## src/rtl/regfile_arbiter_pkg.sv

```systemverilog
`default_nettype none
// +----------------------------------------------------------------------+
// | regfile_arb_pkg : shared FSM state type and bus slicing helper        |
// | Rev 1.0                                                               |
// +----------------------------------------------------------------------+
package regfile_arb_pkg;

  typedef enum logic [1:0] {
    IDLE    = 2'd0,
    ISSUE   = 2'd1,
    RELEASE = 2'd2,
    DONE    = 2'd3
  } arb_state_t;

  // Low bit of client idx's field inside a flattened per-client vector.
  function automatic int slice_lo(input int idx, input int width);
    return idx * width;
  endfunction

endpackage
`default_nettype wire

```

## src/rtl/regfile_arbiter_if.sv

```systemverilog
`default_nettype none
// +----------------------------------------------------------------------+
// | regfile_arbiter_if : client req/ack ports plus register-file command  |
// | Rev 1.0                                                               |
// +----------------------------------------------------------------------+
interface regfile_arbiter_if #(
  parameter int DataWidth = 16,
  parameter int AddrWidth = 4,
  parameter int NumReq    = 2,
  parameter int IdxWidth  = $clog2(NumReq)
);
  logic [NumReq-1:0]           cli_req;
  logic [NumReq-1:0]           cli_ack;
  logic [NumReq-1:0]           cli_we;
  logic [NumReq*AddrWidth-1:0] cli_addr_w;
  logic [NumReq*AddrWidth-1:0] cli_addr_r1;
  logic [NumReq*AddrWidth-1:0] cli_addr_r2;
  logic [NumReq*DataWidth-1:0] cli_data_in;
  logic [DataWidth-1:0]        rdata1;
  logic [DataWidth-1:0]        rdata2;
  logic [IdxWidth-1:0]         grant_id;
  logic                        busy;
  logic                        rf_req;
  logic                        rf_ack;
  logic                        rf_we;
  logic [AddrWidth-1:0]        rf_addr_w;
  logic [AddrWidth-1:0]        rf_addr_r1;
  logic [AddrWidth-1:0]        rf_addr_r2;
  logic [DataWidth-1:0]        rf_data_in;
  logic [DataWidth-1:0]        rf_data_out1;
  logic [DataWidth-1:0]        rf_data_out2;

  // Arbiter side.
  modport master (
    input  cli_req, cli_we, cli_addr_w, cli_addr_r1, cli_addr_r2, cli_data_in,
    input  rf_ack, rf_data_out1, rf_data_out2,
    output cli_ack, rdata1, rdata2, grant_id, busy,
    output rf_req, rf_we, rf_addr_w, rf_addr_r1, rf_addr_r2, rf_data_in
  );

  // Clients and register file side.
  modport slave (
    output cli_req, cli_we, cli_addr_w, cli_addr_r1, cli_addr_r2, cli_data_in,
    output rf_ack, rf_data_out1, rf_data_out2,
    input  cli_ack, rdata1, rdata2, grant_id, busy,
    input  rf_req, rf_we, rf_addr_w, rf_addr_r1, rf_addr_r2, rf_data_in
  );
endinterface
`default_nettype wire

```

## src/rtl/regfile_arbiter_rr_arbiter.sv

```systemverilog
`default_nettype none
// +----------------------------------------------------------------------+
// | rr_arbiter : combinational round-robin pick starting at ptr, wrapping |
// | Rev 1.0                                                               |
// +----------------------------------------------------------------------+
module rr_arbiter #(
  parameter int NumReq   = 2,
  parameter int IdxWidth = $clog2(NumReq)
) (
  input  logic [NumReq-1:0]   req,
  input  logic [IdxWidth-1:0] ptr,
  output logic                gnt_valid,
  output logic [IdxWidth-1:0] gnt_idx
);

  int w_idx;

  always_comb begin
    gnt_valid = 1'b0;
    gnt_idx   = '0;
    w_idx     = 0;
    for (int off = 0; off < NumReq; off++) begin
      w_idx = int'(ptr) + off;
      if (w_idx >= NumReq) w_idx = w_idx - NumReq;
      if (!gnt_valid && req[IdxWidth'(w_idx)]) begin
        gnt_valid = 1'b1;
        gnt_idx   = IdxWidth'(w_idx);
      end
    end
  end

endmodule
`default_nettype wire

```

## src/rtl/regfile_arbiter.sv

```systemverilog
`default_nettype none
// +----------------------------------------------------------------------+
// | regfile_arbiter : round-robin sequencer sharing one four-phase        |
// |                   register file between NumReq clients              |
// | Rev 1.0                                                               |
// +----------------------------------------------------------------------+
module regfile_arbiter
  import regfile_arb_pkg::*;
#(
  parameter int DataWidth = 16,
  parameter int AddrWidth = 4,
  parameter int NumReq    = 2,
  parameter int IdxWidth  = $clog2(NumReq)
) (
  input  logic                clk,
  input  logic                rst_n,
  regfile_arbiter_if.master   bus
);

  arb_state_t            r_state;
  arb_state_t            w_state_nxt;
  logic [IdxWidth-1:0]   r_rr_ptr;
  logic [IdxWidth-1:0]   r_grant_id;
  logic [IdxWidth-1:0]   w_ptr_nxt;
  logic                  r_rf_req;
  logic                  r_rf_we;
  logic [AddrWidth-1:0]  r_addr_w;
  logic [AddrWidth-1:0]  r_addr_r1;
  logic [AddrWidth-1:0]  r_addr_r2;
  logic [DataWidth-1:0]  r_data_in;
  logic [DataWidth-1:0]  r_rdata1;
  logic [DataWidth-1:0]  r_rdata2;
  logic [NumReq-1:0]     r_cli_ack;
  logic                  w_gnt_valid;
  logic [IdxWidth-1:0]   w_gnt_idx;
  logic                  w_grant;
  logic                  w_capture;
  logic                  w_release;
  logic                  w_finish;

  logic [AddrWidth-1:0]  w_cli_addr_w  [NumReq];
  logic [AddrWidth-1:0]  w_cli_addr_r1 [NumReq];
  logic [AddrWidth-1:0]  w_cli_addr_r2 [NumReq];
  logic [DataWidth-1:0]  w_cli_data_in [NumReq];

  for (genvar gi = 0; gi < NumReq; gi++) begin : g_unpack
    assign w_cli_addr_w[gi]  = bus.cli_addr_w [slice_lo(gi, AddrWidth) +: AddrWidth];
    assign w_cli_addr_r1[gi] = bus.cli_addr_r1[slice_lo(gi, AddrWidth) +: AddrWidth];
    assign w_cli_addr_r2[gi] = bus.cli_addr_r2[slice_lo(gi, AddrWidth) +: AddrWidth];
    assign w_cli_data_in[gi] = bus.cli_data_in[slice_lo(gi, DataWidth) +: DataWidth];
  end

  rr_arbiter #(
    .NumReq   (NumReq),
    .IdxWidth (IdxWidth)
  ) u_rr (
    .req       (bus.cli_req),
    .ptr       (r_rr_ptr),
    .gnt_valid (w_gnt_valid),
    .gnt_idx   (w_gnt_idx)
  );

  assign w_ptr_nxt = (r_grant_id == IdxWidth'(NumReq - 1)) ? '0 : r_grant_id + 1'b1;

  // A stale ack left over from before a reset blocks new grants.
  always_comb begin
    w_state_nxt = r_state;
    w_grant     = 1'b0;
    w_capture   = 1'b0;
    w_release   = 1'b0;
    w_finish    = 1'b0;
    case (r_state)
      IDLE: if (w_gnt_valid && !bus.rf_ack) begin
        w_grant     = 1'b1;
        w_state_nxt = ISSUE;
      end
      ISSUE: if (bus.rf_ack) begin
        w_capture   = 1'b1;
        w_state_nxt = RELEASE;
      end
      RELEASE: if (!bus.rf_ack) begin
        w_release   = 1'b1;
        w_state_nxt = DONE;
      end
      DONE: if (!bus.cli_req[r_grant_id]) begin
        w_finish    = 1'b1;
        w_state_nxt = IDLE;
      end
      default: w_state_nxt = IDLE;
    endcase
  end

  always_ff @(posedge clk or negedge rst_n) begin
    if (!rst_n) r_state <= IDLE;
    else        r_state <= w_state_nxt;
  end

  always_ff @(posedge clk or negedge rst_n) begin
    if (!rst_n) begin
      r_rr_ptr   <= '0;
      r_grant_id <= '0;
      r_rf_req   <= 1'b0;
      r_rf_we    <= 1'b0;
      r_addr_w   <= '0;
      r_addr_r1  <= '0;
      r_addr_r2  <= '0;
      r_data_in  <= '0;
      r_rdata1   <= '0;
      r_rdata2   <= '0;
      r_cli_ack  <= '0;
    end else begin
      if (w_grant) begin
        r_grant_id <= w_gnt_idx;
        r_rf_we    <= bus.cli_we[w_gnt_idx];
        r_addr_w   <= w_cli_addr_w[w_gnt_idx];
        r_addr_r1  <= w_cli_addr_r1[w_gnt_idx];
        r_addr_r2  <= w_cli_addr_r2[w_gnt_idx];
        r_data_in  <= w_cli_data_in[w_gnt_idx];
        r_rf_req   <= 1'b1;
      end
      if (w_capture) begin
        r_rdata1 <= bus.rf_data_out1;
        r_rdata2 <= bus.rf_data_out2;
        r_rf_req <= 1'b0;
      end
      if (w_release) r_cli_ack[r_grant_id] <= 1'b1;
      if (w_finish) begin
        r_cli_ack <= '0;
        r_rr_ptr  <= w_ptr_nxt;
        r_rf_we   <= 1'b0;
      end
    end
  end

  assign bus.cli_ack    = r_cli_ack;
  assign bus.rdata1     = r_rdata1;
  assign bus.rdata2     = r_rdata2;
  assign bus.grant_id   = r_grant_id;
  assign bus.busy       = (r_state != IDLE);
  assign bus.rf_req     = r_rf_req;
  assign bus.rf_we      = r_rf_we;
  assign bus.rf_addr_w  = r_addr_w;
  assign bus.rf_addr_r1 = r_addr_r1;
  assign bus.rf_addr_r2 = r_addr_r2;
  assign bus.rf_data_in = r_data_in;

endmodule
`default_nettype wire

```

## src/flat_wrapper.sv

```systemverilog
// flat-port wrapper written by rule: the top's interface ports become plain ports
module regfile_arbiter_flat import regfile_arb_pkg::*;
#(
  parameter int DataWidth = 16,
  parameter int AddrWidth = 4,
  parameter int NumReq    = 2,
  parameter int IdxWidth  = $clog2(NumReq)
)
  (clk, rst_n, bus_cli_req, bus_cli_we, bus_cli_addr_w, bus_cli_addr_r1, bus_cli_addr_r2, bus_cli_data_in, bus_rf_ack, bus_rf_data_out1, bus_rf_data_out2, bus_cli_ack, bus_rdata1, bus_rdata2, bus_grant_id, bus_busy, bus_rf_req, bus_rf_we, bus_rf_addr_w, bus_rf_addr_r1, bus_rf_addr_r2, bus_rf_data_in);
  regfile_arbiter_if #(.DataWidth(DataWidth), .AddrWidth(AddrWidth), .NumReq(NumReq), .IdxWidth(IdxWidth)) bus_i ();
  input  logic clk;
  input  logic rst_n;
  input wire logic [$bits(bus_i.cli_req)-1:0] bus_cli_req;
  input wire logic [$bits(bus_i.cli_we)-1:0] bus_cli_we;
  input wire logic [$bits(bus_i.cli_addr_w)-1:0] bus_cli_addr_w;
  input wire logic [$bits(bus_i.cli_addr_r1)-1:0] bus_cli_addr_r1;
  input wire logic [$bits(bus_i.cli_addr_r2)-1:0] bus_cli_addr_r2;
  input wire logic [$bits(bus_i.cli_data_in)-1:0] bus_cli_data_in;
  input wire logic [$bits(bus_i.rf_ack)-1:0] bus_rf_ack;
  input wire logic [$bits(bus_i.rf_data_out1)-1:0] bus_rf_data_out1;
  input wire logic [$bits(bus_i.rf_data_out2)-1:0] bus_rf_data_out2;
  output wire logic [$bits(bus_i.cli_ack)-1:0] bus_cli_ack;
  output wire logic [$bits(bus_i.rdata1)-1:0] bus_rdata1;
  output wire logic [$bits(bus_i.rdata2)-1:0] bus_rdata2;
  output wire logic [$bits(bus_i.grant_id)-1:0] bus_grant_id;
  output wire logic [$bits(bus_i.busy)-1:0] bus_busy;
  output wire logic [$bits(bus_i.rf_req)-1:0] bus_rf_req;
  output wire logic [$bits(bus_i.rf_we)-1:0] bus_rf_we;
  output wire logic [$bits(bus_i.rf_addr_w)-1:0] bus_rf_addr_w;
  output wire logic [$bits(bus_i.rf_addr_r1)-1:0] bus_rf_addr_r1;
  output wire logic [$bits(bus_i.rf_addr_r2)-1:0] bus_rf_addr_r2;
  output wire logic [$bits(bus_i.rf_data_in)-1:0] bus_rf_data_in;
  assign bus_i.cli_req = bus_cli_req;
  assign bus_i.cli_we = bus_cli_we;
  assign bus_i.cli_addr_w = bus_cli_addr_w;
  assign bus_i.cli_addr_r1 = bus_cli_addr_r1;
  assign bus_i.cli_addr_r2 = bus_cli_addr_r2;
  assign bus_i.cli_data_in = bus_cli_data_in;
  assign bus_i.rf_ack = bus_rf_ack;
  assign bus_i.rf_data_out1 = bus_rf_data_out1;
  assign bus_i.rf_data_out2 = bus_rf_data_out2;
  assign bus_cli_ack = bus_i.cli_ack;
  assign bus_rdata1 = bus_i.rdata1;
  assign bus_rdata2 = bus_i.rdata2;
  assign bus_grant_id = bus_i.grant_id;
  assign bus_busy = bus_i.busy;
  assign bus_rf_req = bus_i.rf_req;
  assign bus_rf_we = bus_i.rf_we;
  assign bus_rf_addr_w = bus_i.rf_addr_w;
  assign bus_rf_addr_r1 = bus_i.rf_addr_r1;
  assign bus_rf_addr_r2 = bus_i.rf_addr_r2;
  assign bus_rf_data_in = bus_i.rf_data_in;
  regfile_arbiter #(.DataWidth(DataWidth), .AddrWidth(AddrWidth), .NumReq(NumReq), .IdxWidth(IdxWidth)) u_core (.clk(clk), .rst_n(rst_n), .bus(bus_i));
endmodule
```

## config.mk

```make
export PLATFORM = sky130hd
export DESIGN_NAME = regfile_arbiter_flat
export DESIGN_NICKNAME = d
export VERILOG_FILES = /design/src/rtl/regfile_arbiter_pkg.sv /design/src/rtl/regfile_arbiter_if.sv /design/src/rtl/regfile_arbiter_rr_arbiter.sv /design/src/rtl/regfile_arbiter.sv /design/src/flat_wrapper.sv
export SDC_FILE = /design/constraint.sdc
export NUM_CORES = 1
export LEC_CHECK = 0
export ABC_AREA = 0
export BUFFER_PORTS_ARGS = -buffer_cell sky130_fd_sc_hd__buf_4
export CORE_MARGIN = 1
export CORE_UTILIZATION = 44
export CTS_CLUSTER_SIZE = 24
export DETAILED_ROUTE_END_ITERATION = 8
export PLACE_DENSITY = 0.79
export SLEW_MARGIN = 25
export SYNTH_ARGS = -nofsm -noshare
export SYNTH_HDL_FRONTEND = slang
export SYNTH_SLANG_ARGS = --single-unit
```

## constraint.sdc

```tcl
create_clock -name clk -period 2.16 [get_ports clk]
set_input_delay 0.216 -clock clk [delete_from_list [all_inputs] [get_ports clk]]
set_output_delay 0.216 -clock clk [all_outputs]
set_load 0.02 [all_outputs]
```

==> summary by stage <==
Clock network
The clock reaches the later pin of the worst-skew pair after 0.33 ns. The buffer cell driving the clock tree root is sky130_fd_sc_hd__clkbuf_8. Clock tree synthesis inserted a total of 9 buffers. The H-tree depth is 3. TritonCTS built the clock tree.

The CTS sink count is 68. The number of gates resized after cts is 0. No sink is reached through more buffers than the 2 on the longest clock path. After clock tree synthesis, the setup repair step added 0 buffers.

The number of hold-repair buffers added at the cts stage is 0. The post-CTS clock slew at the launch and capture registers of the worst setup and hold paths is 0.07 ns.

Worst setup path
The endpoint class of the critical path is a register. The reg-to-reg setup timing slack is 0.48 ns. The cell with the biggest individual delay on the critical path is sky130_fd_sc_hd__dfrtp_1. The data arrival time of the critical path is 1.89 ns. The largest fanout of any net on the critical path is 26. The number of buffers and inverters on the critical path is 2.

The critical path crosses 5 cells after its start point. The critical path in this run is classified as register to register. The termination of the worst setup path is u_core.bus.rdata1[5]$_DFFE_PN0P_. Walking the worst path, the cells encountered are inv_1 > ha_1 > nand2_1 > buf_4 > mux2_2. Grouping stages by cell kind, the critical path spends the most delay in buffers and inverters.

The worst register-to-register path begins at u_core.r_state[1]$_DFFE_PN0P_. For the worst flop-to-flop path, the logic depth is 5. The endpoint identified for the worst register-to-register timing path is u_core.bus.rdata1[5]$_DFFE_PN0P_. For this run, the slowest stage of the critical path takes 0.40 ns. The worst setup path is launched from a register. At the worst endpoint, the required time is 2.37 ns. The start point of the critical path is u_core.r_state[1]$_DFFE_PN0P_.

Job
The tool flagged a number of max-cap violations equal to 0.

STA
Across all hold checks on the routed design, the worst slack comes to -0.01483 ns. Setup slack closes at 0.4796 ns. Summed over all failing endpoints, the final setup total negative slack is 0 ns. The final-report hold violation count is 14. Setup repair after global routing left no endpoint under its margin. The part of the cycle the worst path needs is 77.80%. The worst-case clock skew is 0.004931 ns.

The worst slew margin relative to its limit is 43.70%. The final count of pins violating max slew was 0. The worst-margin pin slew is 0.8445 ns. The top achievable clock speed is 0.5951 GHz. The shortest clock period the worst path allows after layout is 1.680 ns. The count of final setup violators is 0.

Power
The power density over the cells is 1457 nW/um^2. The share of total power dissipated in the clock network is 17.5%. Across the VDD grid, the largest voltage drop is 0.0008938 V. Summed over all nets, the switching power comes to 2381 uW. The design draws 6415 uW. Summed over all cells, the static leakage comes to 0.002336 uW.

In this run switching power makes up 37.11% of total power. The part of the power in combinational logic is 47.5%. The share of power burned in registers is 35.0%. Internal power comes to 4034 uW.

Placement
The post-place instance area is 4187 sq um. At the placement stage, the worst setup path has a slack of 0.4860 ns. The number of placed cells counting well taps is 464.

At the end of routability-driven placement, the weighted congestion stood at 0.7316. The count of buffers added on input and output ports is 160. Once detailed placement completed, the half-perimeter wirelength came to 5117 um.

Finish
In the layout the commonest cells are 164 x sky130_fd_sc_hd__buf_4, 68 x sky130_fd_sc_hd__dfrtp_1, 33 x sky130_fd_sc_hd__mux2_2, 32 x sky130_fd_sc_hd__nand2_1. Relative to the synthesized area, the layout overhead comes to 51.88%. The repair_antennas step left the layout with diodes totalling 0. The area occupied by registers is 1702 sq um. The net count of the finished layout is 498. The multi-input combinational cells in the finished layout cover a total of 1111 sq um. The library cell used most frequently in the layout, excluding fill and tap cells, is sky130_fd_sc_hd__buf_4. After the flow finishes, the layout carries non-filler instances totaling 480. The final design instance area without fill is 4403 sq um.

The layout cell share with drive strength beyond 1 is 53.10%. The number of fill cells is 499.

Status
The checks that failed: hold timing. The run finished, with violations left.

Routing
The overall routed net length is 6766 um. The total number of vias is 2349. The routed length per placed instance is 14.10 um. Once detail routing completed, the nets flagged for antenna violations numbered 0. The mean number of vias per cell is 4.894. For this run, design rule violations remaining after detail routing come to 0. The pre-antenna-repair detailed-routing pass consisted of 4 iterations.

The starting DRC count in detailed routing is 72.

Logic synthesis
The share of synthesized area occupied by flip-flops and latches is 58.70%. The area share of the largest cell type after synthesis is 58.70%. The synthesized netlist contains 21 unique library cells. After synthesis the cells add up to 2899 sq um. The adder-cell share of the synthesized area is 2.158%.

Synthesis inferred 68 register bits. Summing the areas of all and, or, nand and nor instances in the mapped netlist gives 5.740% of the synthesized area. The mux contribution to synthesized area is 23.91%. Summing the areas of all compound-gate instances in the mapped netlist gives 6.431% of the synthesized area. By area the synthesized netlist is led by sky130_fd_sc_hd__dfrtp_1 59%, sky130_fd_sc_hd__mux2_2 13%, sky130_fd_sc_hd__mux2i_1 11%. The synthesized netlist devotes 0% of its cell area to XOR and XNOR gates. The Yosys step of the flow raised 0 warnings. After synthesis, the largest family of logic cells by area is multiplexers. The top cell type by total area after synthesis is sky130_fd_sc_hd__dfrtp_1. The number of nets in the synthesized netlist is 334. The average cell area after synthesis is 12.39 sq um.

Synthesis handed over a netlist of 234 instances.

Worst hold path
The class of the tightest hold or removal check is input pin to async pin.

Floorplan
The top-level I/O count is 161. From bottom edge to top edge, the die measures 83.17 um. The die width is 83.17 um.

The overall die area is 6917 sq um. In this run the core area contains 29 standard-cell rows. The core region is 6350 sq um. For this configuration, the core starts out at a cell density of 45.66%.

Global routing
The pin count of the biggest net entering global routing is 69. For this run, the total global-route usage over all layers was measured as 20.54%. The number of antenna violations at the first check in global routing is 0. The number of global-route vias before repair is 2324.

The first global-routing pass estimated 11080 um of wire. Summed over all layers, the global routing overflow is 0.
power by group through the flow:
stage               sequential [uW]  clock (uW)  combinational (uW)
detailed placement             2270           0                3080
CTS                            2250        1150                3090
floorplan                      2960           0                 988
global placement               2230           0                3010
global route                   2340        1210                3260
finish                         2250        1120                3050
sequential cells by signal, indices dropped and copies added (netlist names):
register	count
u_core.bus.cli_ack	2
u_core.bus.rf_data_in	16
u_core.bus.rf_req	1
u_core.r_state	2
u_core.bus.rf_we	1
u_core.bus.rf_addr_r1	4
u_core.bus.rf_addr_w	4
u_core.bus.rdata2	16
u_core.bus.rf_addr_r2	4
u_core.r_rr_ptr	1
u_core.bus.grant_id	1
u_core.bus.rdata1	16
through the flow:
step / util (%) / hold WS [ns]
finish: 69.34 / -0.01483
global route: 69.34 / 0.03585
CTS: 69.34 / 0.01110
detailed placement: 65.93 / 0.3731
global placement: 65.93 / 0.3729
floorplan: - / -0.07959
worst min-delay path by stage:
stage / end
finish: u_core.bus.rdata2[0]$_DFFE_PN0P_
global route: u_core.bus.rdata2[5]$_DFFE_PN0P_
CTS: u_core.bus.rdata2[5]$_DFFE_PN0P_
detailed placement: u_core.bus.rdata2[5]$_DFFE_PN0P_
global placement: u_core.bus.rdata2[0]$_DFFE_PN0P_
floorplan: u_core.bus.cli_ack[0]$_DFFE_PN0P_
routing by layer:
metal  global-route usage [%]  part of all wire, %  wire [um]  vias up
li1                         -                    -          -     1135
met1                    24.63                   39       2640     1129
met2                    35.62                   55       3688       80
met3                    6.660                  5.7        386        5
met4                    5.329                 0.74         50        0
met5                        0                    0          0        -
layout make-up:
class / instances / area share, %
clock buffer: 11 / 3.211
clock inverter: 5 / 1.705
tap: 77 / 2.188
multi-input combinational: 147 / 25.23
timing repair buffer: 165 / 28.42
inverter: 7 / 0.5968
sequential: 68 / 38.65
logic make-up (layout without fill, tap and decap cells):
logic type	Yosys count	after routing
AO/OA/AOI/OAI	36	36
adder cells (fa/ha/maj)	5	5
buffers and inverters	19	188
flip-flops	68	68
multiplexers	65	65
AND/OR/NAND/NOR	41	41
synthesized netlist by cell type:
library cell / instances
sky130_fd_sc_hd__nand3b_1: 1
sky130_fd_sc_hd__a211oi_1: 1
sky130_fd_sc_hd__dfrtp_1: 68
sky130_fd_sc_hd__o22ai_1: 1
sky130_fd_sc_hd__a21oi_1: 1
sky130_fd_sc_hd__nor3_1: 1
sky130_fd_sc_hd__buf_2: 5
sky130_fd_sc_hd__nor2_1: 3
sky130_fd_sc_hd__a31oi_1: 2
sky130_fd_sc_hd__nor2b_1: 2
sky130_fd_sc_hd__mux2i_1: 31
sky130_fd_sc_hd__clkbuf_1: 5
sky130_fd_sc_hd__inv_1: 7
sky130_fd_sc_hd__and2_1: 1
sky130_fd_sc_hd__mux2_2: 33
sky130_fd_sc_hd__buf_4: 1
sky130_fd_sc_hd__ha_1: 5
sky130_fd_sc_hd__mux2_1: 1
sky130_fd_sc_hd__nand2_1: 33
sky130_fd_sc_hd__o21ai_0: 31
sky130_fd_sc_hd__buf_6: 1
worst register-to-register path: stages (launching register included):
cell and delay [ns]:
sky130_fd_sc_hd__dfrtp_1 0.40, sky130_fd_sc_hd__inv_1 0.10, sky130_fd_sc_hd__ha_1 0.21, sky130_fd_sc_hd__nand2_1 0.12, sky130_fd_sc_hd__buf_4 0.34, sky130_fd_sc_hd__mux2_2 0.40
No activity file was read; power rests on OpenSTA's default activity.
